[src/rtl/song_reader.sv]
// song_reader: walks one song in an external registered ROM and hands each entry
// to notes_player with a single load_new_note pulse, then waits for done_with_note.
module song_reader #(
  parameter int unsigned ENTRY_BITS = 7,
  parameter int unsigned SONG_BITS  = 2
) (
  input  logic                            clk,
  input  logic                            reset,
  input  logic                            play,
  input  logic [SONG_BITS-1:0]            song,
  output logic [SONG_BITS+ENTRY_BITS-1:0] rom_addr,
  input  logic [34:0]                     rom_data,
  input  logic                            done_with_note,
  output logic [5:0]                      note1,
  output logic [5:0]                      note2,
  output logic [5:0]                      note3,
  output logic [5:0]                      note4,
  output logic [5:0]                      duration,
  output logic [1:0]                      num_notes,
  output logic [2:0]                      metadata,
  output logic                            load_new_note,
  output logic                            song_done,
  output logic                            busy
);

  typedef enum logic [2:0] {StIdle, StFetch, StData, StLoad, StWaitNote} state_e;

  state_e                          state_q, state_d;
  logic [ENTRY_BITS-1:0]           entry_q, entry_d;
  logic [SONG_BITS-1:0]            song_q, song_d;
  logic [SONG_BITS+ENTRY_BITS-1:0] rom_addr_q, rom_addr_d;
  logic [34:0]                     fields_q, fields_d;
  logic                            load_q, load_d;
  logic                            done_q, done_d;
  logic                            busy_q, busy_d;
  logic                            is_term;

  // A zero duration marks the end of the song.
  assign is_term = (rom_data[10:5] == 6'd0);

  always_ff @(posedge clk) begin
    if (reset) begin
      state_q    <= StIdle;
      entry_q    <= '0;
      song_q     <= '0;
      rom_addr_q <= '0;
      fields_q   <= '0;
      load_q     <= 1'b0;
      done_q     <= 1'b0;
      busy_q     <= 1'b0;
    end else begin
      state_q    <= state_d;
      entry_q    <= entry_d;
      song_q     <= song_d;
      rom_addr_q <= rom_addr_d;
      fields_q   <= fields_d;
      load_q     <= load_d;
      done_q     <= done_d;
      busy_q     <= busy_d;
    end
  end

  always_comb begin
    state_d = state_q;
    entry_d = entry_q;
    song_d  = song_q;
    // A song change restarts from slot 0 and overrides everything else.
    if (state_q != StIdle && song != song_q) begin
      state_d = StFetch;
      song_d  = song;
      entry_d = '0;
    end else begin
      unique case (state_q)
        StIdle: begin
          entry_d = '0;
          if (play) begin
            song_d  = song;
            state_d = StFetch;
          end
        end
        StFetch: begin
          if (play) state_d = StFetch == StFetch ? StData : StData;
        end
        StData: begin
          state_d = is_term ? StIdle : StLoad;
        end
        StLoad: begin
          state_d = StWaitNote;
        end
        StWaitNote: begin
          if (done_with_note) begin
            if (entry_q == '1) begin
              state_d = StIdle;
              entry_d = '0;
            end else begin
              state_d = StFetch;
              entry_d = entry_q + 1'b1;
            end
          end
        end
        default: state_d = StIdle;
      endcase
    end
  end

  // Outputs are registered copies of next-state decisions; the only way into
  // IDLE from a busy state is end of song, so that edge is the song_done pulse.
  always_comb begin
    rom_addr_d = {song_d, entry_d};
    fields_d   = fields_q;
    if (state_q == StData && state_d == StLoad) fields_d = rom_data;
    load_d = (state_d == StLoad);
    done_d = (state_q != StIdle) && (state_d == StIdle);
    busy_d = (state_d != StIdle);
  end

  assign rom_addr      = rom_addr_q;
  assign {note1, note2, note3, note4, duration, num_notes, metadata} = fields_q;
  assign load_new_note = load_q;
  assign song_done     = done_q;
  assign busy          = busy_q;

endmodule

[config.mk]
export PLATFORM = sky130hd
export DESIGN_NAME = song_reader
export DESIGN_NICKNAME = d
export VERILOG_FILES = /design/src/rtl/song_reader.sv
export SDC_FILE = /design/constraint.sdc
export NUM_CORES = 1
export LEC_CHECK = 0
export BUFFER_PORTS_ARGS = -buffer_cell sky130_fd_sc_hd__buf_2
export CELL_PAD_IN_SITES_DETAIL_PLACEMENT = 0
export CELL_PAD_IN_SITES_GLOBAL_PLACEMENT = 2
export CORE_MARGIN = 2
export CORE_UTILIZATION = 26
export CTS_CLUSTER_SIZE = 10
export DETAILED_ROUTE_END_ITERATION = 7
export PLACE_DENSITY = 0.78
export SYNTH_ARGS = -nofsm -noshare
export SYNTH_HDL_FRONTEND = slang
export SYNTH_SLANG_ARGS = --single-unit
[constraint.sdc]
create_clock -name clk -period 1.95 [get_ports clk]
set_clock_uncertainty 0.2 [all_clocks]
set_input_delay 0.4875 -clock clk [delete_from_list [all_inputs] [get_ports clk]]
set_output_delay 0.4875 -clock clk [all_outputs]
set_load 0.05 [all_outputs]
# [After elaboration in Yosys (flattened, before gate mapping)]
# Index checks and enable logic that the tools add are counted.
[classes] n_addsub=1 eq_ne=7 n_mux=14 n_reduce_logical=8
[op_table] op="$mux 7" n=3
[op_table] op="$pmux 3 s5" n=1
[op_table] op="$pmux 7 s2" n=1
[op_table] op="$mux 3" n=4
[op_table] op="$eq 3x2->1 const B" n=3
[op_table] op="$mux 2" n=4
[op_table] op="$add 7x1->7 const B" n=1
[op_table] op="$eq 7x7->1 const B" n=1
[op_table] op="$logic_not 3->1" n=2
[op_table] op="$logic_not 6->1" n=1
[op_table] op="$reduce_bool 3->1" n=2
[op_table] op="$eq 3x1->1 const B" n=1
[op_table] op="$eq 3x3->1 const B" n=1
[op_table] op="$logic_and 1x1->1" n=3
[op_table] op="$ne 2x2->1" n=1
[op_table] op="$mux 1" n=1
[totals] reg_bits=59 in_bits=41 out_inout_bits=47 wordCells=38

# [Logic depth before layout (Yosys ltp)]
# Gate-level depths: netlist of run 1.
[depth] depth_word=7 ltp_mapped=8 depth_no_buf=6

# [Worst setup path before layout of run 1]
# No wires, ideal clock.
[synth_timing] path_type="register to register" from="register entry_q[0]" to="register fields_q[0]" setup_ps=118 arrival_time_ps=2142 t_required_ps=1632 setup_slack_ps=-510 path_stages_with_launch=9 path_buffers=2 period_less_slack_ps=2460 cell_sequence="dfxtp_1 > ha_1 > nand3_2 > o211a_1 > a311oi_2 > nor3b_2 > buf_6 > buf_12 > mux2i_1"
[synth_via] elab_chain_cells=7
[synth_lines] item="from (decl)" line="29" rtl="logic [ENTRY_BITS-1:0] entry_q, entry_d;"
[synth_lines] item="from (signal assigned)" line="53" rtl="entry_q <= entry_d;"
[synth_lines] item="$eq 7x7->1" line="92" rtl="if (entry_q == '1) begin"
[synth_lines] item="$mux 1" line="92"
[synth_lines] item="$mux 3" line="91" rtl="if (done_with_note) begin"
[synth_lines] item="$pmux 3 s5" line="73" rtl="unique case (state_q)"
[synth_lines] item="$mux 3" line="68" rtl="if (state_q != StIdle && song != song_q) begin"
[synth_lines] item="$eq 3x2->1" line="111" rtl="if (state_q == StData && state_d == StLoad) fields_d = rom_data;"
[synth_lines] item="$logic_and 1x1->1" line="111"
[synth_lines] item="to (signal assigned)" line="56" rtl="fields_q <= fields_d;"
[synth_lines] item="to (decl)" line="32" rtl="logic [34:0] fields_q, fields_d;"
# Every way passes these cells.
# A chain may end at the register's enable or synchronous reset.

# [Final worst setup path of run 1]
[layout_timing] from="register state_q[0]" to="register fields_q[8]"
[layout_via] elab_chain_cells=5 word_cells_on_any_way=14 cone_classes="5 x eq/ne; 5 x mux; 4 x reduce/logical"
[layout_lines] item="from (decl)" line="28" rtl="state_e state_q, state_d;"
[layout_lines] item="from (signal assigned)" line="43" rtl="state_q <= StIdle;"
[layout_lines] item="from (signal assigned)" line="52" rtl="state_q <= state_d;"
[layout_lines] item="$eq 3x3->1, or another cell as far along" line="73"
[layout_lines] item="$pmux 3 s5 or $logic_and 1x1->1 (tied branches)" line="73, 68"
[layout_lines] item="$mux 3" line="68"
[layout_lines] item="$eq 3x2->1" line="111"
[layout_lines] item="$logic_and 1x1->1 *" line="111"
# Mark *: on every way between the ends. The rest lies on a longest branch, timed or not.

==> results by group, run 1 <==
Pwr
  – Worst vdd ir: around 0.0004 V
  – Pwr Density: 844 nW/um2
  – Design Power: 2.86 mW
  – Switching pwr: roughly 0.99 mW
  – Internal power: 1.87 mW
  – Seq pwr share: 40.9%
  – Clock power share: 23.9%
  – Sw frac: 34.5%
  – Comb pwr share: around a third
  – Leak: 1.44 nW

Synth
  – Post-synth EDFFs: 0
  – Most used DFF post-synth: dfxtp_1
  – Leading area contributor after synthesis: dfxtp_1
  – Mapped Nets: 272
  – Synth warn: 0
  – Mean post-synth cell area: 10.2 um2
  – Post-synthesis sequential area ratio: 42.7%
  – Ys async rst share: 0%
  – Synth top area cells: dfxtp_1 43%, nand2b_1 19%, mux2i_1 16%
  – Unique masters post-synth: 37
  – Cell count after synthesis: 230
  – Synthesized area: 2340 um2
  – Yosys reg bits: 50
  – Post-synth top area share: 42.7%

CTS
  – Num CTS Buffers: 5
  – Clk Latency, worst-skew pair: around 0.30 ns
  – H-tree levels: 2
  – Clk buf depth: 2
  – Cts hold-fix bufs: 0
  – Clk sink count: 50
  – Clock slew at reported path FFs: 0.09 ns
  – CTS tree: built
  – Clock root buffer: clkbuf_8

Die
  – Die area: 9790 um2
  – Row Count: 34
  – DIE WIDTH: 99.0 um
  – Core Area: 8720 um2
  – Initial core utilization: between 20% and 30%
  – Die height: 99.0 um
  – Total I/O pin count: 88

STA
  – Period utilization: 106%
  – Shortest period the worst path allows: 2.07 ns
  – Fin. Hold Viols: 0
  – Unrepaired setup endpoints after global routing: true
  – Fmax: about 0.48 GHz
  – Final Max Tran Viols: 0
  – Final worst slack: -0.124 ns
  – Worst slew margin: 65.3%
  – Worst slew pin tran: 0.520 ns
  – Setup Viol. Count Final: 36

Finish
  – Most frequent cells in the layout: 87 x buf_2, 72 x nand2b_1, 38 x mux2i_1, 38 x dfxtp_1, 27 x buf_4
  – Commonest non-fill, non-tap cell in the layout: buf_2
  – Area Growth Syn to Fin: 44.5%
  – Final-layout fill cell count: 859
  – ANT cells: 0
  – Final Util: 38.8%
  – Layout cells sized above 1: between 40% and 50%
  – Nets: 391

Place
  – Post-Place Worst Slack: -0.364 ns
  – Post-DP HPWL: around 4 mm
  – RD Place Congestion: approximately 0.8
  – PortBufs: 87

Worst setup path
  – Reg-to-reg startpoint: state_q[0]
  – Critical path class: reg -> reg
  – Worst EP arrival: 2.11 ns
  – Critical Path, Cell by Cell: buf_12 > a2111oi_4 > a41oi_2 > nor3b_4 > buf_6 > buf_12 > mux2i_1
  – CP max FO: 7
  – Crit-path most repeated cell: buf_12
  – Required @ worst endpoint: between 1.5 and 2 ns
  – Buffers & Inverters on Critical Path: 3
  – Worst path max stage delay: around 0.40 ns
  – CP Capture Type: flop
  – CP Launch Point: state_q[0]
  – Critical path's slowest cell: dfxtp_4
  – Worst setup SP type: flop
  – Delay-heaviest family, CP: buffers and inverters

Global route
  – Global-route total usage across every layer: 11.9%
  – Antenna violations before repair: 0
  – Largest net degree at the start of global routing: 74
  – Number of global-route vias before repair: 1939
  – First-pass GRT wire length: between 9 and 10 mm
  – GRT overflow: 0

Drt
  – Vias per Instance: 4.35
  – Antenna-violating nets left: 0
  – Via count: 1991
  – Post-Route WL: just over 6 mm
  – Wire per inst: between 10 and 15 um
  – 1st-pass router iterations: 4
  – Iter 0 DRT Violations: 42
  – Remaining DRCs: 0

Hold path
  – Hold path start: reset
  – Worst hold path class: in -> reg

Run status
  – Status: complete, but fails checks
  – Failing checks: negative setup slack

Run
  – Max-Cap Viols: 0
==> cells by family (layout without fill, tap and decap cells) <==
group / count (synthesis) / count (layout) / synth area share, %
AOI/OAI and AO/OA: 17 / 17 / 6.35
xor gates and xnor gates: 5 / 5 / 1.87
adders and majority gates: 1 / 1 / 0.534
buffers and inverters: 15 / 135 / 4.86
DFF: 50 / 50 / 42.7
muxes: 38 / 38 / 16.2
and+or+nand+nor: 104 / 104 / 27.5
==> final timing paths <==
check | to | slack [ns] | depth (start not counted)
setup / recovery | fields_q[8] | -0.12 | 7
hold / removal | song_q[1] | 0.21 | 2
setup reg to reg | fields_q[8] | -0.12 | 7
hold reg to reg | fields_q[34] | 0.27 | 2
==> Yosys cell counts (all sizes together) (2+ instances only) <==
master	number
nand3	5
clkbuf	8
xor2	4
nor2	11
a41oi	2
nor3	3
nor4	2
nand2b	72
o21ai	2
a21oi	3
mux2i	38
dfxtp	50
nor3b	2
a31oi	2
inv	2
nand2	3
buf	5
a311oi	3
==> per-stage QoR <==
stage               area [um2]  hold WS [ns]  setup TNS (ns)  instances
floorplan                 2370         0.413           -3.17        230
global placement          3060         0.256           -9.29        436
detailed placement        3060         0.262          -11.75        436
CTS                       3320         0.199           -2.36        453
global route              3390         0.207           -6.94        458
finish                    3390         0.212           -3.15        458
==> metal layers <==
layer | share of wire [%] | track usage (%) | vias to the layer above | wire (um)
li1 | - | - | 1015 | -
met1 | 47 | 15.4 | 924 | 2850
met2 | 47 | 19.5 | 47 | 2850
met3 | 5.7 | 3.40 | 5 | 345
met4 | 0.93 | 3.16 | 0 | 57
met5 | 0 | 0 | - | 0
==> worst reg2reg max path, stage by stage (launching register included) <==
cell and delay, ns:
dfxtp_4 0.40, buf_12 0.14, a2111oi_4 0.34, a41oi_2 0.10, nor3b_4 0.32, buf_6 0.18
buf_12 0.14, mux2i_1 0.19
==> repair_timing <==
item | 4_1_cts | 5_1_grt
gates resized for setup | 13 | 7
cloned | 3 | 1
setup endpoints to repair | 36 | 39
setup buffers | 6 | 5
pin swaps | 6 | 2
==> area by class of cell <==
type | instances | area, um2 | area share, %
Multi-Input combinational cell | 165 | 1280 | 37.7
Tap cell | 108 | 135 | 3.99
Sequential cell | 50 | 1030 | 30.4
Inverter | 2 | 7.51 | 0.222
Timing Repair Buffer | 125 | 838 | 24.8
Clock buffer | 8 | 101 | 2.99
==> power groups by stage <==
stage	Combinational, mW	Clock, mW	Sequential, mW
2_1_floorplan	0.353	0	1.44
3_3_place_gp	0.875	0	1.18
3_5_place_dp	0.883	0	1.18
4_1_cts	0.987	0.720	1.16
5_1_grt	1.07	0.754	1.18
6_report	1.01	0.684	1.17
==> registers in the layout, indices dropped and copies added (netlist names) <==
signal and cells:
busy 1, entry_q 6, fields_q 35, load_new_note 1
rom_addr 1, song_done 1, song_q 2, state_q 3
(Power assumes the default switching activity.)
==> inputs of run 2 (changes only) <==
--- a/config.mk
+++ b/config.mk
@@ -13,6 +13,7 @@
 export CTS_CLUSTER_SIZE = 10
 export DETAILED_ROUTE_END_ITERATION = 7
 export PLACE_DENSITY = 0.78
+export SETUP_SLACK_MARGIN = 0.4
 export SYNTH_ARGS = -nofsm -noshare
 export SYNTH_HDL_FRONTEND = slang
 export SYNTH_SLANG_ARGS = --single-unit
==> run 2 against run 1 <==
Against the previous run:
- the run still ends with negative setup slack left
- utilization grew 6.2 points
- critical endpoint is now fields_q[7]
- critical path depth stayed put
- combinational power is 18% higher
- final area rose by 16%
- sequential power is essentially flat
- global-route usage up 0.46 points
- power rose by 4.5%
==> results by group, run 2 (synthesis results as in run 1) <==
Drt
  – Iter 0 DRT Violations: 43 (was 42)
  – Antenna-violating nets left: 0 (unchanged)
  – Post-Route WL: 6.37 mm (was 6.10 mm)
  – 1st-pass router iterations: 4 (unchanged)
  – Via count: 2027 (was 1991)
  – Remaining DRCs: 0 (unchanged)
  – Vias per Instance: 4.42 (was 4.35)
  – Wire per inst: 13.9 um (was 13.3 um)

STA
  – Worst slew margin: 70.6% (was 65.3%)
  – Final Max Tran Viols: 0 (unchanged)
  – Shortest period the worst path allows: 2.04 ns (was 2.07 ns)
  – Final worst slack: -0.0911 ns (was -0.124 ns)
  – Worst slew pin tran: 0.440 ns (was 0.520 ns)
  – Setup Viol. Count Final: 32 (was 36)
  – Fmax: 0.490 GHz (was 0.482 GHz)
  – Hold slack: 0.223 ns (was 0.212 ns)
  – Period utilization: 105% (was 106%)
  – Fin. Hold Viols: 0 (unchanged)
  – Unrepaired setup endpoints after global routing: true (unchanged)
  – Setup TNS: -1.55 ns (was -3.15 ns)

Worst setup path
  – CP Capture Type: flop (unchanged)
  – Required @ worst endpoint: 1.98 ns (about the same)
  – Critical path class: reg -> reg (unchanged)
  – Worst EP arrival: 2.07 ns (was 2.11 ns)
  – CP max FO: 6 (was 7)
  – Worst setup SP type: flop (unchanged)

CTS
  – Clk buf depth: 2 (unchanged)
  – Cts hold-fix bufs: 0 (unchanged)
  – H-tree levels: 2 (unchanged)
  – Clk Latency, worst-skew pair: 0.30 ns (about the same)
  – Clock root buffer: clkbuf_8 (unchanged)
  – Clock slew at reported path FFs: 0.10 ns (was 0.09 ns)
  – Num CTS Buffers: 5 (unchanged)
  – CTS tree: built (unchanged)
  – Clk sink count: 50 (unchanged)

Finish
  – Largest register FFs: 35 (unchanged)
  – ANT cells: 0 (unchanged)
  – Area Growth Syn to Fin: 67.3% (was 44.5%)
  – Nets: 393 (was 391)
  – Commonest non-fill, non-tap cell in the layout: nand2b_1 (was buf_2)
  – Most frequent cells in the layout: 71 x nand2b_1, 47 x buf_6, 38 x mux2i_1, 38 x buf_2, 29 x dfxtp_2 (was 87 x buf_2, 72 x nand2b_1, 38 x mux2i_1, 38 x dfxtp_1, 27 x buf_4)
  – Reg with most FFs: fields_q (unchanged)
  – Layout cells sized above 1: 57.3% (was 44.0%)
  – Largest regs: fields_q: 35 flops, entry_q: 6 flops, state_q: 3 flops (unchanged)

Run status
  – Status: complete, but fails checks (unchanged)
  – Failing checks: negative setup slack (unchanged)

Pwr
  – Design Power: 2.99 mW (was 2.86 mW)
  – Leak: 1.53 nW (was 1.44 nW)
  – Worst vdd ir: 0.000456 V (was 0.000396 V)
  – Pwr Density: 762 nW/um2 (was 844 nW/um2)

Global route
  – GRT overflow: 0 (unchanged)
  – Largest net degree at the start of global routing: 55 (was 74)
  – Global-route total usage across every layer: 12.4% (was 11.9%)
  – Number of global-route vias before repair: 2011 (was 1939)
  – First-pass GRT wire length: 9.78 mm (was 9.40 mm)
  – Antenna violations before repair: 0 (unchanged)

Run
  – Max-Cap Viols: 0 (unchanged)

Place
  – PortBufs: 87 (unchanged)
  – RD Place Congestion: 0.750 (was 0.786)
  – Post-Place Worst Slack: -0.333 ns (was -0.364 ns)
  – Post-DP HPWL: 4.11 mm (was 4.01 mm)

Die
  – Die height: 99.0 um (unchanged)
  – Row Count: 34 (unchanged)
  – Initial core utilization: 26.9% (unchanged)
  – Total I/O pin count: 88 (unchanged)
  – Die area: 9790 um2 (unchanged)
  – DIE WIDTH: 99.0 um (unchanged)
  – Core Area: 8720 um2 (unchanged)

Hold path
  – Worst hold path class: in -> reg (unchanged)
-- run 2: cell count changes in the layout (fill, tap and decap cells not counted), moves of 3 or more --
cell	change
dfxtp_2	+22
a21oi_2	+3
dfxtp_4	+4
dfxtp_1	-26
buf_8	+9
a21oi_1	-3
buf_6	+43
buf_2	-49
-- run 2: final timing paths --
kind,slack (ns),depth (start not counted),startpoint,to
min reg2reg,0.28,2,fields_q[18],fields_q[18]
max,-0.09,7,state_q[0],fields_q[7]
max reg2reg,-0.09,7,state_q[0],fields_q[7]
min,0.22,3,rom_data[0],fields_q[0]
-- run 2: critical path, stage by stage, from the launching register on --
cell	delay, ns
dfxtp_4	0.39
buf_12	0.14
a2111oi_4	0.32
a311oi_2	0.11
nor3b_4	0.26
buf_6	0.18
clkbuf_16	0.17
mux2i_1	0.18
-- run 2: per-layer routing --
metal	vias up	part of all wire [%]	track usage [%]
met4	0	0.55	3.06
li1	1026	-	-
met3	5	4.6	3.48
met2	49	49	20.9
met5	-	0	0
met1	947	46	15.6
-- run 2: layout make-up --
cell class	instances	area, um2
Sequential cell	50	1070
Timing Repair Buffer	127	1220
Tap cell	108	135
Clock buffer	5	68.8
Inverter	2	7.51
Multi-Input combinational cell	165	1410
Fill cell	830	4800
Clock inverter	2	13.8
-- run 2: report_power, final --
group          switching, mW  internal (mW)
logic                  0.618          0.577
registers             0.0795           1.11
clock network          0.354          0.249
total                   1.05           1.94
-- run 2: timing repair --
item	4_1_cts	5_1_grt
setup buffers	7	6
endpoints found under the setup margin	95	86
cloned	2	2
resized for setup	119	62
pin swaps	13	15
endpoints found under the hold margin	0	0
-- run 2: through the flow --
stage | instance area [um2] | std cells | utilization [%]
3_3_place_gp | 3060 | 435 | 35.1
6_report | 3920 | 459 | 45.0
3_5_place_dp | 3060 | 435 | 35.1
5_1_grt | 3920 | 459 | 45.0
4_1_cts | 3630 | 451 | 41.6
2_1_floorplan | 2380 | 230 | -
==> inputs of run 3 (changes only) <==
--- a/config.mk
+++ b/config.mk
@@ -12,7 +12,7 @@
 export CORE_UTILIZATION = 26
 export CTS_CLUSTER_SIZE = 10
 export DETAILED_ROUTE_END_ITERATION = 7
-export PLACE_DENSITY = 0.78
+export PLACE_DENSITY = 0.77
 export SETUP_SLACK_MARGIN = 0.4
 export SYNTH_ARGS = -nofsm -noshare
 export SYNTH_HDL_FRONTEND = slang
==> run 3 against run 2 <==
Against the previous run:
- count of clock-buffer cells in the layout is 1 higher
- worst setup slack gained 0.0057 ns
- utilization down 2.1 points
- register-to-register slack about the same
- sequential share of layout area increased by 1.5 points
- clock power is 6.8% higher
- global-route usage decreased by 0.69 points
- critical endpoint is now fields_q[27]
- first-iteration DRC count fell by 60%
- maximum frequency increased by 0.28%
- the flow still finishes with violations (negative setup slack)
- sequential power barely moved
- non-clock buffer count decreased by 9
- wire length fell by 7.9%
==> results by group, run 3 (synthesis results as in run 1) <==
Run status
  – Status: complete, but fails checks (unchanged)
  – Failing checks: negative setup slack (unchanged)

STA
  – Worst slew pin tran: 0.505 ns (was 0.440 ns)
  – Final worst slack: -0.0854 ns (was -0.0911 ns)
  – Hold slack: 0.219 ns (was 0.223 ns)
  – Final Max Tran Viols: 0 (unchanged)
  – Fin. Hold Viols: 0 (unchanged)
  – Shortest period the worst path allows: 2.04 ns (about the same)
  – Unrepaired setup endpoints after global routing: true (unchanged)
  – Period utilization: 104% (was 105%)
  – Worst slew margin: 66.4% (was 70.6%)
  – Setup Viol. Count Final: 28 (was 32)
  – Fmax: 0.491 GHz (was 0.490 GHz)
  – Setup TNS: -1.14 ns (was -1.55 ns)

CTS
  – Clk Latency, worst-skew pair: 0.31 ns (was 0.30 ns)
  – CTS tree: built (unchanged)
  – Clk buf depth: 2 (unchanged)
  – Num CTS Buffers: 5 (unchanged)
  – Clock slew at reported path FFs: 0.10 ns (about the same)
  – Clk sink count: 50 (unchanged)
  – Cts hold-fix bufs: 0 (unchanged)
  – H-tree levels: 2 (unchanged)
  – Clock root buffer: clkbuf_8 (unchanged)

Die
  – Total I/O pin count: 88 (unchanged)
  – Die area: 9790 um2 (unchanged)
  – Initial core utilization: 26.9% (unchanged)
  – Core Area: 8720 um2 (unchanged)
  – Row Count: 34 (unchanged)
  – DIE WIDTH: 99.0 um (unchanged)
  – Die height: 99.0 um (unchanged)

Finish
  – Finished Layout Cells: 451 (was 459)
  – Largest register FFs: 35 (unchanged)
  – Reg with most FFs: fields_q (unchanged)
  – Layout cells sized above 1: 54.8% (was 57.3%)
  – Largest regs: fields_q: 35 flops, entry_q: 6 flops, state_q: 3 flops (unchanged)
  – ANT cells: 0 (unchanged)
  – Most frequent cells in the layout: 71 x nand2b_1, 41 x buf_6, 40 x buf_2, 38 x mux2i_1, 30 x dfxtp_2 (was 71 x nand2b_1, 47 x buf_6, 38 x mux2i_1, 38 x buf_2, 29 x dfxtp_2)
  – Commonest non-fill, non-tap cell in the layout: nand2b_1 (unchanged)
  – Area Growth Syn to Fin: 59.6% (was 67.3%)
  – Final Util: 42.9% (was 45.0%)
  – Nets: 384 (was 393)

Global route
  – Global-route total usage across every layer: 11.7% (was 12.4%)
  – Met2 Track Usage GR: 20.5% (was 20.9%)
  – GR peak layer: met2 (unchanged)
  – First-pass GRT wire length: 9.33 mm (was 9.78 mm)
  – Met3 usage: 2.91% (was 3.48%)
  – GRT overflow: 0 (unchanged)
  – Antenna violations before repair: 0 (unchanged)
  – GR met1 Demand/Resource: 13.9% (was 15.6%)
  – Largest net degree at the start of global routing: 73 (was 55)
  – Number of global-route vias before repair: 2005 (was 2011)

Place
  – RD Place Congestion: 0.761 (was 0.750)
  – PortBufs: 87 (unchanged)
  – Dpl cells: 433 (was 435)
  – Post-DP HPWL: 4.01 mm (was 4.11 mm)

Worst setup path
  – Critical Path, Cell by Cell: inv_4 > a2111oi_4 > a311oi_2 > nor3b_4 > buf_4 > buf_12 > mux2i_1 (was buf_12 > a2111oi_4 > a311oi_2 > nor3b_4 > buf_6 > clkbuf_16 > mux2i_1)
  – Worst EP arrival: 2.06 ns (was 2.07 ns)
  – Required @ worst endpoint: 1.97 ns (was 1.98 ns)
  – Delay-heaviest family, CP: compound AO/OA/AOI/OAI gates (was buffers and inverters)
  – Worst path max stage delay: 0.42 ns (was 0.39 ns)
  – Worst setup SP type: flop (unchanged)
  – CP max FO: 11 (was 6)
  – Critical path class: reg -> reg (unchanged)
  – Critical path's slowest cell: dfxtp_4 (unchanged)
  – CP Capture Type: flop (unchanged)
  – Buffers & Inverters on Critical Path: 3 (unchanged)

Pwr
  – Leak: 1.47 nW (was 1.53 nW)
  – Comb pwr share: 37.1% (was 40.0%)
  – Sw frac: 34.7% (was 35.2%)
  – Seq pwr share: 40.8% (was 39.9%)
  – Internal power: 1.91 mW (was 1.94 mW)
  – Switching pwr: 1.01 mW (was 1.05 mW)
  – Worst vdd ir: 0.000407 V (was 0.000456 V)
  – Clock power share: 22.1% (was 20.2%)
  – Pwr Density: 780 nW/um2 (was 762 nW/um2)

Hold path
  – Worst hold path class: in -> reg (unchanged)

Drt
  – Vias per Instance: 4.34 (was 4.42)
  – Via count: 1957 (was 2027)
  – Wire per inst: 13.0 um (was 13.9 um)
  – Remaining DRCs: 0 (unchanged)
  – 1st-pass router iterations: 3 (was 4)
  – Post-Route WL: 5.87 mm (was 6.37 mm)
  – Antenna-violating nets left: 0 (unchanged)
  – Iter 0 DRT Violations: 17 (was 43)

Run
  – Max-Cap Viols: 0 (unchanged)
run 3: cell types whose count changed in the layout (fill, tap and decap cells not counted), sizes merged:
cell / previous run / this run
buf: 125 / 117
inv: 3 / 2
clkinvlp: 0 / 1
run 3: per-layer routing:
metal	routed length [um]	up-vias	part of all wire (%)
met5	0	-	0
met4	28	0	0.48
met3	263	4	4.5
met2	3020	49	51
met1	2560	903	44
li1	-	1001	-
run 3: through the flow:
stage	setup WS (ns)	power (mW)	area, um2
after floorplan	-0.106	1.79	2380
after detailed placement	-0.354	2.05	3030
after global routing	-0.166	3.06	3740
final	-0.0854	2.92	3740
after global placement	-0.273	2.04	3030
after CTS	-0.0693	2.91	3590
run 3: repair_timing:
action | CTS | global route
setup endpoints to repair | 95 | 82
cloned | 2 | 1
pin swaps | 8 | 5
gates resized for setup | 124 | 40
buffers inserted | 5 | 2
run 3: path summary, 6_finish.rpt:
path,cells after the start,to,startpoint,slack [ns]
max,7,fields_q[27],state_q[1],-0.09
min,3,fields_q[0],rom_data[0],0.22
max reg2reg,7,fields_q[27],state_q[1],-0.09
min reg2reg,2,fields_q[10],fields_q[10],0.28
run 3: cell type report:
class | count | area [um2]
multi-input combinational | 165 | 1340
timing repair buffer | 118 | 1090
clock inverter | 2 | 12.5
tap | 108 | 135
fill | 879 | 4980
clock buffer | 6 | 82.6
sequential | 50 | 1080
inverter | 2 | 10.0
run 3: worst reg2reg max path, stage by stage, from the launching register on:
cell	delay [ns]
dfxtp_4	0.42
inv_4	0.06
a2111oi_4	0.37
a311oi_2	0.11
nor3b_4	0.26
buf_4	0.16
buf_12	0.14
mux2i_1	0.23
run 3: power by group through the flow:
| stage | Clock (mW) | Combinational, mW | Sequential [mW] |
|---|---|---|---|
| after floorplan | 0 | 0.354 | 1.44 |
| after global placement | 0 | 0.855 | 1.18 |
| after detailed placement | 0 | 0.861 | 1.18 |
| after CTS | 0.688 | 1.04 | 1.18 |
| after global routing | 0.708 | 1.15 | 1.21 |
| final | 0.644 | 1.08 | 1.19 |
